--- src/rtl/game_pkg.sv ---
// Types and constants shared by the player motion block and the sprite renderer.
package game_pkg;

    typedef enum logic {
        RIGHT = 1'b0,
        LEFT  = 1'b1
    } facing_t;

    localparam logic [7:0] KEY_A = 8'h04;
    localparam logic [7:0] KEY_D = 8'h07;
    localparam logic [7:0] KEY_S = 8'h16;
    localparam logic [7:0] KEY_W = 8'h1A;

    localparam int unsigned SCREEN_W = 640;
    localparam int unsigned SCREEN_H = 480;

endpackage

--- src/rtl/sprite_anim_ctrl.sv ---
// Frame-rate sprite state: facing direction and walk-cycle frame, updated only at vsync_start.
module sprite_anim_ctrl
    import game_pkg::*;
#(
    parameter int unsigned ANIM_FRAMES = 4,
    parameter int unsigned ANIM_DIV    = 6,
    localparam int unsigned FW = (ANIM_FRAMES > 1) ? $clog2(ANIM_FRAMES) : 1
) (
    input  logic          Clk,
    input  logic          Reset,
    input  logic          vsync_start,
    input  logic [7:0]    keycode,
    output facing_t       facing,
    output logic [FW-1:0] anim_frame
);

    localparam int unsigned DW = (ANIM_DIV > 1) ? $clog2(ANIM_DIV) : 1;

    logic          walking;
    logic [DW-1:0] div_cnt, div_cnt_next;
    logic [FW-1:0] anim_next;
    facing_t       facing_next;

    always_comb begin
        walking      = (keycode == KEY_A) || (keycode == KEY_D);
        facing_next  = facing;
        div_cnt_next = div_cnt;
        anim_next    = anim_frame;

        if (keycode == KEY_A) begin
            facing_next = LEFT;
        end else if (keycode == KEY_D) begin
            facing_next = RIGHT;
        end

        // Standing still snaps back to the idle pose at frame 0.
        if (walking) begin
            if (div_cnt == DW'(ANIM_DIV - 1)) begin
                div_cnt_next = '0;
                anim_next    = anim_frame + FW'(1);
            end else begin
                div_cnt_next = div_cnt + DW'(1);
            end
        end else begin
            div_cnt_next = '0;
            anim_next    = '0;
        end
    end

    always_ff @(posedge Clk) begin
        if (Reset) begin
            facing     <= RIGHT;
            div_cnt    <= '0;
            anim_frame <= '0;
        end else if (vsync_start) begin
            facing     <= facing_next;
            div_cnt    <= div_cnt_next;
            anim_frame <= anim_next;
        end
    end

endmodule

--- src/rtl/player_sprite_renderer.sv ---
// Per-pixel player sprite lookup: frame-latched position, ROM address generation and a
// fixed 2-Clk pipeline from DrawX/DrawY to sprite_on/palette_idx.
module player_sprite_renderer
    import game_pkg::*;
#(
    parameter int unsigned SPR_W       = 32,
    parameter int unsigned SPR_H       = 32,
    parameter int unsigned ANIM_FRAMES = 4,
    parameter int unsigned ANIM_DIV    = 6,
    parameter logic [9:0]  X_RESET     = 10'd320,
    parameter logic [9:0]  Y_RESET     = 10'd400,
    parameter logic [3:0]  TRANSPARENT = 4'h0,
    localparam int unsigned ADDR_W = $clog2(ANIM_FRAMES * SPR_W * SPR_H)
) (
    input  logic              Clk,
    input  logic              Reset,
    input  logic              vsync_start,
    input  logic [9:0]        DrawX,
    input  logic [9:0]        DrawY,
    input  logic [9:0]        BallX,
    input  logic [9:0]        BallY,
    input  logic [7:0]        keycode,
    output logic [ADDR_W-1:0] rom_addr,
    input  logic [3:0]        rom_data,
    output logic              sprite_on,
    output logic [3:0]        palette_idx
);

    localparam int unsigned FW = (ANIM_FRAMES > 1) ? $clog2(ANIM_FRAMES) : 1;
    localparam int unsigned CW = $clog2(SPR_W);
    localparam int unsigned RW = $clog2(SPR_H);

    logic [9:0]    shadow_x, shadow_y;
    facing_t       facing;
    logic [FW-1:0] anim_frame;

    sprite_anim_ctrl #(
        .ANIM_FRAMES (ANIM_FRAMES),
        .ANIM_DIV    (ANIM_DIV)
    ) u_anim_ctrl (
        .Clk         (Clk),
        .Reset       (Reset),
        .vsync_start (vsync_start),
        .keycode     (keycode),
        .facing      (facing),
        .anim_frame  (anim_frame)
    );

    // Position is sampled once per frame so a mid-frame move cannot tear the sprite.
    always_ff @(posedge Clk) begin
        if (Reset) begin
            shadow_x <= X_RESET;
            shadow_y <= Y_RESET;
        end else if (vsync_start) begin
            shadow_x <= BallX;
            shadow_y <= BallY;
        end
    end

    logic [10:0]   dx, dy;
    logic          in_box;
    logic [CW-1:0] col;
    logic [RW-1:0] row;

    // 11-bit offsets: bit 10 set means left of / above the box, so edges clip instead of wrap.
    always_comb begin
        dx     = {1'b0, DrawX} - {1'b0, shadow_x} + 11'(SPR_W / 2);
        dy     = {1'b0, DrawY} - {1'b0, shadow_y} + 11'(SPR_H / 2);
        in_box = !dx[10] && (dx < 11'(SPR_W)) && !dy[10] && (dy < 11'(SPR_H));
        row    = dy[RW-1:0];
        col    = (facing == LEFT) ? (CW'(SPR_W - 1) - dx[CW-1:0]) : dx[CW-1:0];
    end

    logic       v1;
    logic       sprite_on_next;

    always_ff @(posedge Clk) begin
        if (Reset) begin
            rom_addr <= '0;
            v1       <= 1'b0;
        end else begin
            if (in_box) begin
                rom_addr <= {anim_frame, row, col};
            end
            v1 <= in_box;
        end
    end

    assign sprite_on_next = v1 && (rom_data != TRANSPARENT);

    always_ff @(posedge Clk) begin
        if (Reset) begin
            sprite_on   <= 1'b0;
            palette_idx <= 4'h0;
        end else begin
            sprite_on   <= sprite_on_next;
            palette_idx <= sprite_on_next ? rom_data : 4'h0;
        end
    end

endmodule

--- config.mk ---
export PLATFORM = sky130hd
export DESIGN_NAME = player_sprite_renderer
export DESIGN_NICKNAME = d
export VERILOG_FILES = /design/src/rtl/game_pkg.sv /design/src/rtl/sprite_anim_ctrl.sv /design/src/rtl/player_sprite_renderer.sv
export SDC_FILE = /design/constraint.sdc
export NUM_CORES = 1
export LEC_CHECK = 0
export BUFFER_PORTS_ARGS = -buffer_cell sky130_fd_sc_hd__buf_4
export CAP_MARGIN = 20
export CORE_ASPECT_RATIO = 1.2
export CORE_MARGIN = 10
export CORE_UTILIZATION = 45
export CTS_BUF_LIST = sky130_fd_sc_hd__clkbuf_16
export CTS_CLUSTER_DIAMETER = 60
export CTS_CLUSTER_SIZE = 24
export DETAILED_ROUTE_END_ITERATION = 12
export PLACE_DENSITY_LB_ADDON = 0.25
export SYNTH_ARGS = -nofsm -noshare
export SYNTH_HDL_FRONTEND = slang
export SYNTH_SLANG_ARGS = --single-unit
--- constraint.sdc ---
create_clock -name Clk -period 3.02 [get_ports Clk]
set_input_delay 0.302 -clock Clk [delete_from_list [all_inputs] [get_ports Clk]]
set_output_delay 0.302 -clock Clk [all_outputs]
set_load 0.01 [all_outputs]
==> results.yml <==
clocking:
  clockBufferDepth: 2
  cts_hold_buf: 0
  clk_pin_slew_worst_paths_ps: 70
  tritoncts: "built"
  htree_levels: 2
  clk_latency_ps: 290
  cts.sinks: 44
  cts_buffers: 5
  cts_root_buffer: "clkbuf_16"
sta:
  finClkSkew_ps: 4.122
  fin_crit_ps: 2869
  slew_headroom: 0.5949
  whs_ps: 222.4
  hold_violations: 0
  setup_viol: 0
  rsz0062_at_grt: "no"
  max_freq_ghz: 0.3485
  slew_viol_final: 0
  period_share: 0.9500
  tightest_slew_ps: 602.0
  layout_setup_ws_ps: 150.9
layout:
  drive_above_1_share: 0.2850
  syn2layout_area_growth_pct: 29.62
  num-nets-final: 508
  num_antenna_cells: 0
  fin_util: 0.6019
  nFillCells: 616
grt:
  grt_pass1_vias: 2646
  grt_max_degree: 36
  grt_util_met3: 0.05252
  top_usage_layer: "met2"
  grt_overflow: 0
  use_met2: 0.2407
  antenna_found_initial: 0
  use_met1: 0.1536
  grt_first_pass_wirelength_um: 11900
  globalRouteTotalUtil: 0.1412
placement:
  numPortBuffers: 71
  post-dp-hpwl_um: 5565
  routabilityCongestion: 0.8672
  dp_slack_ps: -0.09814
logic_synthesis:
  synthTopCellsByArea: "dfxtp_1, ha_1, mux2i_1"
  ys_async_sr_fraction: 0
  synth_nets: 438
  synth_edf_count: 0
  netlist_area_mm2: 0.003012
  synth_area_leader_cell: "dfxtp_1"
  synth_seq_area_share: 0.2925
  avgSynthCellArea_um2: 8.780
  synth_most_common_cell: "dfxtp_1"
  ys_warn_count: 0
  ys_types: 58
  yosysTopAreaCellShare: 0.2925
  synth-seq-cells: 44
  ys.flop_type: "dfxtp_1"
  synth_cells: 343
  synthTopCellsByCount: "dfxtp_1, ha_1, inv_1"
setup_path:
  r2r_end: "rom_addr[1]"
  critical-path-top-delay-family: "compound AO/OA/AOI/OAI gates"
  crit_chain: "inv_1, ha_4, ha_4, inv_2, fa_2, nand2b_4, a21oi_2, mux2_4, a311oi_4, and4_4, a21oi_1, a211oi_2"
  worst-endpoint-arrival_ps: 3090
  cp.buffers_inverters: 2
  worstPathMaxFanout: 6
  crit_type: "reg -> reg"
  cp_data_required_time_ps: 3240
  ff2ff_setup_slack_ps: 150
  ff2ff_path_depth: 12
  reg2reg_from: "shadow_y[1]"
  critPathSlowestCell: "fa_2"
  path_common_cell: "ha_4"
  critPathLaunchType: "flop"
  cpPeakStageDelay_ps: 360
  end_kind: "flop"
pwr:
  p_sw_frac: 0.3086
  vdd_drop_max_mv: 0.2887
  p_clk_frac: 0.354
  power.net_switching_mw: 0.5611
  p_int_mw: 1.257
  power_frac_comb: 0.314
  pwr-share-seq: 0.332
  powerDensity_mw_per_mm2: 465.7
  leakagePower_nw: 1.733
outcome:
  run_status: "completed"
detailed_routing:
  drc: 0
  antenna_left: 0
  wire_per_inst_um: 15.07
  routed_wl_um: 7518
  drt_first_pass_iters: 4
  drt_iter0_drc: 78
  viasPerCell: 5.453
  num_vias: 2721
run:
  drv_cap: 0
floorplanning:
  core_mm2: 0.006486
  io_pins: 72
  initial_core_util: 0.4643
  dieWidth_um: 94.68
  die_area_mm2: 0.01038
  die_height_um: 109.6
  num_rows: 32
hold_path:
  hold_path_class: "in -> reg"
  hold_end: "palette_idx[2]"
  hold_depth: 2
  hp-start: "rom_data[2]"
## cells by family after synthesis
| family | count (synthesis) | share of synthesized area |
|---|---|---|
| and+or+nand+nor | 98 | 0.1737 |
| AOI/OAI and AO/OA | 82 | 0.1998 |
| buffers and inverters | 49 | 0.06688 |
| DFF | 44 | 0.2925 |
| adders and majority gates | 40 | 0.1712 |
| muxes | 20 | 0.06689 |
| xor gates and xnor gates | 10 | 0.02908 |
## layer usage
metal	routed length, um	part of all wire	vias to the layer above
met5	0	0	-
met4	173	0.023	0
met3	566	0.075	17
met2	3742	0.50	73
met1	3036	0.40	1266
li1	-	-	1365
## what timing repair did
| action | CTS | global route |
|---|---|---|
| setup buffers | 0 | 2 |
| resized for setup | 0 | 20 |
| endpoints found under the setup margin | 0 | 12 |
## sequential cells by signal, summed over array words and instances (netlist names)
name	count
u_anim_ctrl.anim_frame	2
palette_idx	4
u_anim_ctrl.facing	1
sprite_on	1
shadow_x	10
shadow_y	10
v1	1
u_anim_ctrl.div_cnt	3
rom_addr	12
## through the flow
stage	cell area [um^2]	cells	setup TNS (ps)	power (mW)
finish	3904	499	0	1.818
global route	3904	499	0	1.920
CTS	3760	495	0	1.765
detailed placement	3588	487	-0.09814	1.116
global placement	3588	487	0	1.110
floorplan	3012	343	0	0.9895
## placed cells by master, fill, tap and decap left out, types with 3 or more instances in the layout
cell type / count
a211oi_2: 5
a21o_1: 5
a21oi_1: 21
a21oi_2: 6
and2_1: 7
buf_4: 73
clkbuf_16: 5
dfxtp_1: 43
ha_1: 35
inv_1: 36
mux2i_1: 19
nand2_1: 16
nand2b_1: 3
nand3_1: 9
nor2_1: 34
nor2b_1: 3
nor4_1: 3
o211ai_1: 6
o21ai_0: 14
o21ai_1: 3
xnor2_1: 9
## worst max path at each step
stage | from | endpoint | slack, ps | cells past startpoint
final | shadow_y[1] | rom_addr[1] | 150 | 12
after global routing | shadow_x[1] | rom_addr[4] | 10 | 12
after CTS | shadow_y[1] | rom_addr[5] | 30 | 12
after detailed placement | DrawY[1] | rom_addr[5] | -0.1 | 12
after global placement | DrawY[1] | rom_addr[7] | 60 | 12
after floorplan | shadow_x[1] | rom_addr[4] | 270 | 13
## worst reg2reg max path: stages (launching register included)
cell and delay, ps:
dfxtp_2 330, inv_1 60, ha_4 270, ha_4 120
inv_2 40, fa_2 360, nand2b_4 160, a21oi_2 150
mux2_4 330, a311oi_4 360, and4_4 360, a21oi_1 90
a211oi_2 180
## layout make-up
class | instances | area (um^2) | area share
Sequential cell | 44 | 882.1 | 0.2260
Timing Repair Buffer | 73 | 548.0 | 0.1404
Multi-Input combinational cell | 252 | 2057 | 0.5269
Inverter | 37 | 138.9 | 0.03558
Clock inverter | 3 | 46.29 | 0.01186
Tap cell | 85 | 106.4 | 0.02724
Clock buffer | 5 | 125.1 | 0.03205
## power groups by stage
stage / sequential (mW) / clock [mW] / combinational (mW)
finish: 0.604 / 0.643 / 0.570
floorplan: 0.615 / 0 / 0.374
CTS: 0.604 / 0.658 / 0.502
detailed placement: 0.618 / 0 / 0.498
global route: 0.606 / 0.678 / 0.636
global placement: 0.617 / 0 / 0.493
Power figures use the tool's default switching activity.
